**src/rtl/writeback_arbiter.sv**
```systemverilog
// Register-file writeback arbiter: one FIFO per result source (ALU, LSU, FPU),
// round-robin selection and a single registered write port.
module writeback_arbiter #(
   parameter int DEPTH  = 4,
   parameter int DATA_W = 32,
   parameter int REG_W  = 5
) (
   input  logic              clk,
   input  logic              rst,
   input  logic              alu_valid,
   output logic              alu_ready,
   input  logic [REG_W-1:0]  alu_rd,
   input  logic [DATA_W-1:0] alu_data,
   input  logic              alu_fp,
   input  logic              lsu_valid,
   output logic              lsu_ready,
   input  logic [REG_W-1:0]  lsu_rd,
   input  logic [DATA_W-1:0] lsu_data,
   input  logic              lsu_fp,
   input  logic              fpu_valid,
   output logic              fpu_ready,
   input  logic [REG_W-1:0]  fpu_rd,
   input  logic [DATA_W-1:0] fpu_data,
   input  logic              fpu_fp,
   output logic              RegWrite,
   output logic              FloatRegWrite,
   output logic [REG_W-1:0]  Write_reg,
   output logic [DATA_W-1:0] Write_data,
   output logic              idle
);

   localparam int PW = $clog2(DEPTH);
   localparam int CW = PW + 1;

   typedef enum logic [1:0] {
      SRC_ALU = 2'd0,
      SRC_LSU = 2'd1,
      SRC_FPU = 2'd2
   } src_e;

   typedef struct packed {
      logic [REG_W-1:0]  rd;
      logic [DATA_W-1:0] data;
      logic              fp;
   } entry_t;

   function automatic src_e nextSrc(input src_e s);
      case (s)
         SRC_ALU: return SRC_LSU;
         SRC_LSU: return SRC_FPU;
         default: return SRC_ALU;
      endcase
   endfunction

   entry_t            r_mem [3][DEPTH];
   logic [PW-1:0]     r_wrPtr [3];
   logic [PW-1:0]     r_rdPtr [3];
   logic [CW-1:0]     r_count [3];
   logic [2:0]        r_ready;
   src_e              r_ptr;
   logic              r_regWrite;
   logic              r_floatRegWrite;
   logic [REG_W-1:0]  r_writeReg;
   logic [DATA_W-1:0] r_writeData;

   logic [2:0]        w_inValid;
   entry_t            w_inEntry [3];
   logic [2:0]        w_push;
   logic [2:0]        w_pop;
   logic [CW-1:0]     w_countNext [3];
   logic              w_grantValid;
   src_e              w_grantIdx;
   entry_t            w_grantEntry;
   logic              w_allEmpty;

   always_comb begin
      w_inValid    = {fpu_valid, lsu_valid, alu_valid};
      w_inEntry[0] = '{rd: alu_rd, data: alu_data, fp: alu_fp};
      w_inEntry[1] = '{rd: lsu_rd, data: lsu_data, fp: lsu_fp};
      w_inEntry[2] = '{rd: fpu_rd, data: fpu_data, fp: fpu_fp};
   end

   // Search starts one past the last winner so every non-empty source waits at most 3 cycles.
   always_comb begin
      src_e probe;
      w_grantValid = 1'b0;
      w_grantIdx   = r_ptr;
      probe        = r_ptr;
      for (int k = 0; k < 3; k++) begin
         probe = nextSrc(probe);
         if (!w_grantValid && (r_count[probe] != '0)) begin
            w_grantValid = 1'b1;
            w_grantIdx   = probe;
         end
      end
   end

   always_comb begin
      w_pop = '0;
      if (w_grantValid) begin
         w_pop[w_grantIdx] = 1'b1;
      end
      w_grantEntry = r_mem[w_grantIdx][r_rdPtr[w_grantIdx]];
   end

   // Integer writes to x0 are handshaken but dropped; f0 is a real register.
   always_comb begin
      w_allEmpty = 1'b1;
      for (int i = 0; i < 3; i++) begin
         w_push[i]      = w_inValid[i] && r_ready[i] &&
                          (w_inEntry[i].fp || (w_inEntry[i].rd != '0));
         w_countNext[i] = r_count[i] + CW'(w_push[i]) - CW'(w_pop[i]);
         if (r_count[i] != '0) begin
            w_allEmpty = 1'b0;
         end
      end
   end

   always_ff @(posedge clk) begin
      if (!rst) begin
         for (int i = 0; i < 3; i++) begin
            r_count[i] <= '0;
            r_wrPtr[i] <= '0;
            r_rdPtr[i] <= '0;
         end
         r_ready         <= '0;
         r_ptr           <= SRC_FPU;
         r_regWrite      <= 1'b0;
         r_floatRegWrite <= 1'b0;
         r_writeReg      <= '0;
         r_writeData     <= '0;
      end else begin
         for (int i = 0; i < 3; i++) begin
            r_count[i] <= w_countNext[i];
            r_ready[i] <= (w_countNext[i] != CW'(DEPTH));
            if (w_push[i]) begin
               r_wrPtr[i] <= r_wrPtr[i] + 1'b1;
            end
            if (w_pop[i]) begin
               r_rdPtr[i] <= r_rdPtr[i] + 1'b1;
            end
         end
         if (w_grantValid) begin
            r_ptr           <= w_grantIdx;
            r_regWrite      <= 1'b1;
            r_floatRegWrite <= w_grantEntry.fp;
            r_writeReg      <= w_grantEntry.rd;
            r_writeData     <= w_grantEntry.data;
         end else begin
            r_regWrite      <= 1'b0;
            r_floatRegWrite <= 1'b0;
         end
      end
   end

   always_ff @(posedge clk) begin
      if (rst) begin
         for (int i = 0; i < 3; i++) begin
            if (w_push[i]) begin
               r_mem[i][r_wrPtr[i]] <= w_inEntry[i];
            end
         end
      end
   end

   assign alu_ready     = r_ready[0];
   assign lsu_ready     = r_ready[1];
   assign fpu_ready     = r_ready[2];
   assign RegWrite      = r_regWrite;
   assign FloatRegWrite = r_floatRegWrite;
   assign Write_reg     = r_writeReg;
   assign Write_data    = r_writeData;
   assign idle          = w_allEmpty && !r_regWrite;

endmodule
```
**config.mk**
```make
export PLATFORM = sky130hd
export DESIGN_NAME = writeback_arbiter
export DESIGN_NICKNAME = d
export VERILOG_FILES = /design/src/rtl/writeback_arbiter.sv
export SDC_FILE = /design/constraint.sdc
export NUM_CORES = 1
export LEC_CHECK = 0
export BUFFER_PORTS_ARGS = -buffer_cell sky130_fd_sc_hd__buf_4
export CORE_AREA = 5 5 263 265
export DETAILED_ROUTE_END_ITERATION = 7
export DIE_AREA = 0 0 268 270
export GPL_ROUTABILITY_DRIVEN = 0
export PLACE_DENSITY_LB_ADDON = 0.05
export SYNTH_ARGS = -nofsm -noshare
export SYNTH_HDL_FRONTEND = slang
export SYNTH_SLANG_ARGS = --single-unit
```
**constraint.sdc**
```tcl
create_clock -name clk -period 3.2 [get_ports clk]
set_clock_uncertainty 0.05 [all_clocks]
set_input_delay 0.16 -clock clk [delete_from_list [all_inputs] [get_ports clk]]
set_output_delay 0.16 -clock clk [all_outputs]
set_load 0.02 [all_outputs]
```
# --- Yosys cells after proc, flatten, opt, wreduce, memory -nomap -nowiden ---
# Memory sizes are Yosys's and may differ from the RTL's.
# Cells that the tools add are included.
totals:
  ramBits: 477
  n_memories: 4
  output_inout_bits: 43
  wordCells: 139
  regBits: 44
  inputBits: 119
classes:
  n_lt_le_gt_ge: 9
  bitwise: 13
  n_eq_ne: 6
  add_sub_neg: 12
  n_mux: 57
  reduce_logical: 32
memory_table:
  columns: ["memory", "depth", "width", "rd", "rd_clocked_by_memory_dff", "write_ports", "line_no", "text"]
  rows:
  - ["r_mem", 3, 152, 1, 0, 3, "55", "entry_t r_mem [3][DEPTH];"]
  - ["r_count", 3, 3, 6, 0, 3, "58", "logic [CW-1:0] r_count [3];"]
  - ["r_rdPtr", 3, 2, 4, 0, 3, "57", "logic [PW-1:0] r_rdPtr [3];"]
  - ["r_wrPtr", 3, 2, 3, 0, 3, "56", "logic [PW-1:0] r_wrPtr [3];"]
op_table:
  columns: ["op", "n"]
  rows:
  - ["two-way mux 152 bit", 3]
  - ["demux 38 bit (select 2 bit)", 3]
  - ["two-way mux 38 bit", 5]
  - ["binary-select mux 38 bit (select 2 bit)", 1]
  - ["two-way mux 1 bit", 28]
  - ["two-way mux 2 bit", 9]
  - ["nonzero test 3 bit", 6]
  - ["nonzero test 5 bit", 3]
  - ["logical AND 1 bit", 13]
  - ["adder 2 x 1 -> 2 bit (second input constant)", 6]
  - [">= comparator 3 bit (second input constant)", 4]
  - ["two-way mux 3 bit", 4]
  - ["inverter 2 -> 3 bit", 4]
  - ["case mux 2 bit (2 select lines)", 3]
  - ["adder 3 x 1 -> 3 bit", 3]
  - ["< comparator 3 x 1 -> 1 bit (second input constant)", 3]
  - ["!= test 3 bit (second input constant)", 3]
  - ["OR 1 bit", 9]
  - ["subtractor 3 x 1 -> 3 bit", 3]
  - ["equality test 2 x 1 -> 1 bit (second input constant)", 3]
  - ["logical NOT 2 bit", 3]
  - ["logical NOT 1 bit", 3]
  - ["logical OR 1 bit", 3]
  - ["< comparator 2 x 3 -> 1 bit (second input constant)", 1]
  - ["other kinds (3)", 3]

# --- Logic depth before layout (Yosys ltp) ---
# An unclocked memory read counts as a cell.
depth:
  ltp_word: 20
  mapped_depth: 12
  ltp_nobuf: 12

# --- Worst setup path before layout ---
# No wires, ideal clock.
synth_timing:
  path_type: "register to register"
  from: "mem r_count[0][1] (netlist name)"
  to: "reg r_ready[1]"
  synth_period_minus_slack_ps: 2753
  path_slack_ps: 447
  t_arrival_ps: 2583
  setup_time_ps: 120
  stages_incl_launch_ff: 13
  cell_sequence: "dfxtp_1 -> or3_1 -> o21ai_0 -> o31ai_2 -> nor2_1 -> ha_1 -> inv_1 -> ha_1 -> inv_1 -> fa_1 -> xor2_1 -> xnor2_1 -> o31a_1"
synth_lines:
  columns: ["item", "line_no", "text"]
  rows:
  - ["start: declaration", "58", null]
  - ["end signal: indexed assignment", "135", "r_ready[i] <= (w_countNext[i] != CW'(DEPTH));"]
  - ["end: declaration", "59", "logic [2:0] r_ready;"]

==> reports/qor.csv <==
metric,value,unit
status,"complete, no violations",
drt_iter0_markers,535,
ys_seq_area_frac,0.741,
final_cell_area,26100,um^2
multiInputGateArea,4870,um^2
irDropWorstVdd,0.553,mV
drive_above_1_share,0.229,
leakagePower,8.87,nW
fill_cells,6222,
required,3.64,ns
hold_class,in2reg,
dieHeight,270,um
yosysUniqueCellTypes,53,
dpl.hpwl,39.7,mm
ys_dominant_reg_cell,edfxtp_1,
pwr-share-clk,0.274,
drc_errors,0,
synth_area_per_cell,16.6,um^2
ys_ff_latch,521,
finalHoldViolations,0,
hold_end,r_wrPtr[0][1]$_SDFFCE_PP0P_,
setup_slack,0.220,ns
clkLatencyLatePin,0.61,ns
core,66600,um^2
io-pin-count,162,
r2r_start,r_count[0][1]$_SDFF_PN0_,
area_growth_syn_to_layout,27.7,%
power.switching,8.63,mW
synthCells,1233,
die_w,268,um
internal_power,15.7,mW
root_buffer,clkbuf_16,
timing.rr.end,r_ready[1]$_SDFF_PN0_,
r2r_slack,0.22,ns
grt_max_degree,58,
clock_path_buffers,3,
finalPower,24.3,mW
h-tree-depth,2,
r2r_cells,12,
synth_area,20400,um^2
max_slew_margin,0.461,
synthArstFlopShare,0,
fin_crit,2.98,ns
cts-resized-gates,0,
fin_nets,1687,
period_share,0.931,
clock-sinks,521,
antenna_found_initial,7,
combPwrFrac,0.368,
cts_setup_buffers,0,
regArea,15100,um^2
startpoint_type,register,
cts_made_buffers,57,
cts_hold_buffers,115,
critPathArrivalTime,3.42,ns
track_usage,0.160,
path_clk_slew,0.06,ns
wire_per_inst,24.0,um
place_ws,0.227,ns
dieArea,72400,um^2
layout_commonest_cell,edfxtp_1,
synth_nets,1373,
routed_wl,59.4,mm
p_seq_frac,0.358,
cpPeakStageDelay,0.44,ns
most-common-layout-cells,"edfxtp_1, buf_4, dlygate4sd3_1",
viasPerCell,4.70,
cp-startpoint,r_count[0][1]$_SDFF_PN0_,
rows,95,
path_max_fanout,4,
rsz0062_at_grt,no,
worstSetupPathType,reg2reg,
setup_viol,0,
slowest_stage,or3_1,
finalSetupTns,0,ns
maxSlewViolCount,0,
maxCapViolCount,0,
p_sw_frac,0.355,
largest_register_ffs,456,
routed-via-count,11600,
first_pass_iters,5,
powerDensity,934,nW/um^2
hold_depth,3,
crit_chain,or3_1 > o21ai_0 > o31ai_2 > nor2_1 > ha_1 > inv_1 > ha_1 > inv_1 > fa_1 > xor2_1 > xnor2_1 > o31a_1,
hold_start,alu_valid,
grt_pass1_vias,11900,
overflow,0,
start_util,0.307,
worstMarginPinSlew,0.808,ns
port_buffers,161,
fmax,336,MHz
place_area,23000,um^2
critPathCaptureType,register,
antenna_left,0,
synth_edf_count,468,
tritoncts,built,
grt_pass1_wl,85.0,mm
ys_warn_count,0,
holdWs,0.207,ns
-- cell families after synthesis --
group | Yosys count | synth area share
XOR/XNOR | 9 | 0.00386
buffers and inverters | 91 | 0.0224
AO/OA/AOI/OAI | 176 | 0.0654
adder cells (fa/ha/maj) | 21 | 0.0140
flip-flops | 521 | 0.741
AND/OR/NAND/NOR | 259 | 0.0719
multiplexers | 156 | 0.0818
-- stage by stage --
stage          utilization  instances
6_report             0.391       2473
5_1_grt              0.391       2471
4_1_cts              0.391       2467
3_5_place_dp         0.345       2246
3_3_place_gp         0.345       2246
2_1_floorplan            -       1233
-- cell type report --
cell class | instances | share of cell area
repair buffers | 325 | 0.115
multi-input cells | 621 | 0.187
inverters | 21 | 0.00303
well taps | 873 | 0.0419
clock inverters | 23 | 0.00985
clock buffers | 83 | 0.0628
diodes | 6 | 0.000576
flip-flops and latches | 521 | 0.580
-- cell usage after synthesis (13+ instances only) --
master / count / share of area
ha_1: 18 / 0.011
clkbuf_1: 32 / 0.0059
o22ai_1: 37 / 0.011
nor4_1: 27 / 0.0083
o2111ai_1: 37 / 0.016
buf_2: 21 / 0.0051
a211oi_1: 73 / 0.027
nor2_1: 16 / 0.0029
mux2_1: 38 / 0.021
nor2b_1: 79 / 0.024
and3_1: 13 / 0.0040
mux2_2: 39 / 0.022
dfxtp_1: 53 / 0.052
edfxtp_1: 468 / 0.69
inv_1: 21 / 0.0039
mux2i_1: 78 / 0.038
nand2_1: 82 / 0.015
-- per-layer routing --
layer / up-vias / part of all wire / track usage
met5: - / 0.00045 / 0
li1: 5462 / - / -
met1: 5842 / 0.49 / 0.242
met3: 72 / 0.054 / 0.0343
met4: 4 / 0.020 / 0.0355
met2: 252 / 0.44 / 0.237
-- power by group through the flow --
stage	registers [mW]	clock network (mW)	logic [mW]
final	8.70	6.66	8.96
after floorplan	8.76	0	5.62
after global routing	8.75	7.13	9.74
after global placement	8.84	0	8.97
after detailed placement	8.83	0	8.99
after CTS	8.69	6.85	9.15
-- worst max-delay path by stage --
stage,endpoint,slack (ns)
3_5_place_dp,r_ready[1]$_SDFF_PN0_,0.23
4_1_cts,r_ready[1]$_SDFF_PN0_,0.21
3_3_place_gp,r_ready[1]$_SDFF_PN0_,0.24
2_1_floorplan,r_ready[1]$_SDFF_PN0_,0.45
6_report,r_ready[1]$_SDFF_PN0_,0.22
5_1_grt,r_ready[1]$_SDFF_PN0_,0.08
-- worst max-delay path: cells and delay by family, from the launching register on --
kind                     cells  cell delay, ns
adder cells (fa/ha/maj)      3            0.78
AND/OR/NAND/NOR              2            0.69
AO/OA/AOI/OAI                3            0.59
flip-flops                   1            0.36
XOR/XNOR                     2            0.30
buffers and inverters        2            0.10
Power figures use the tool's default switching activity.
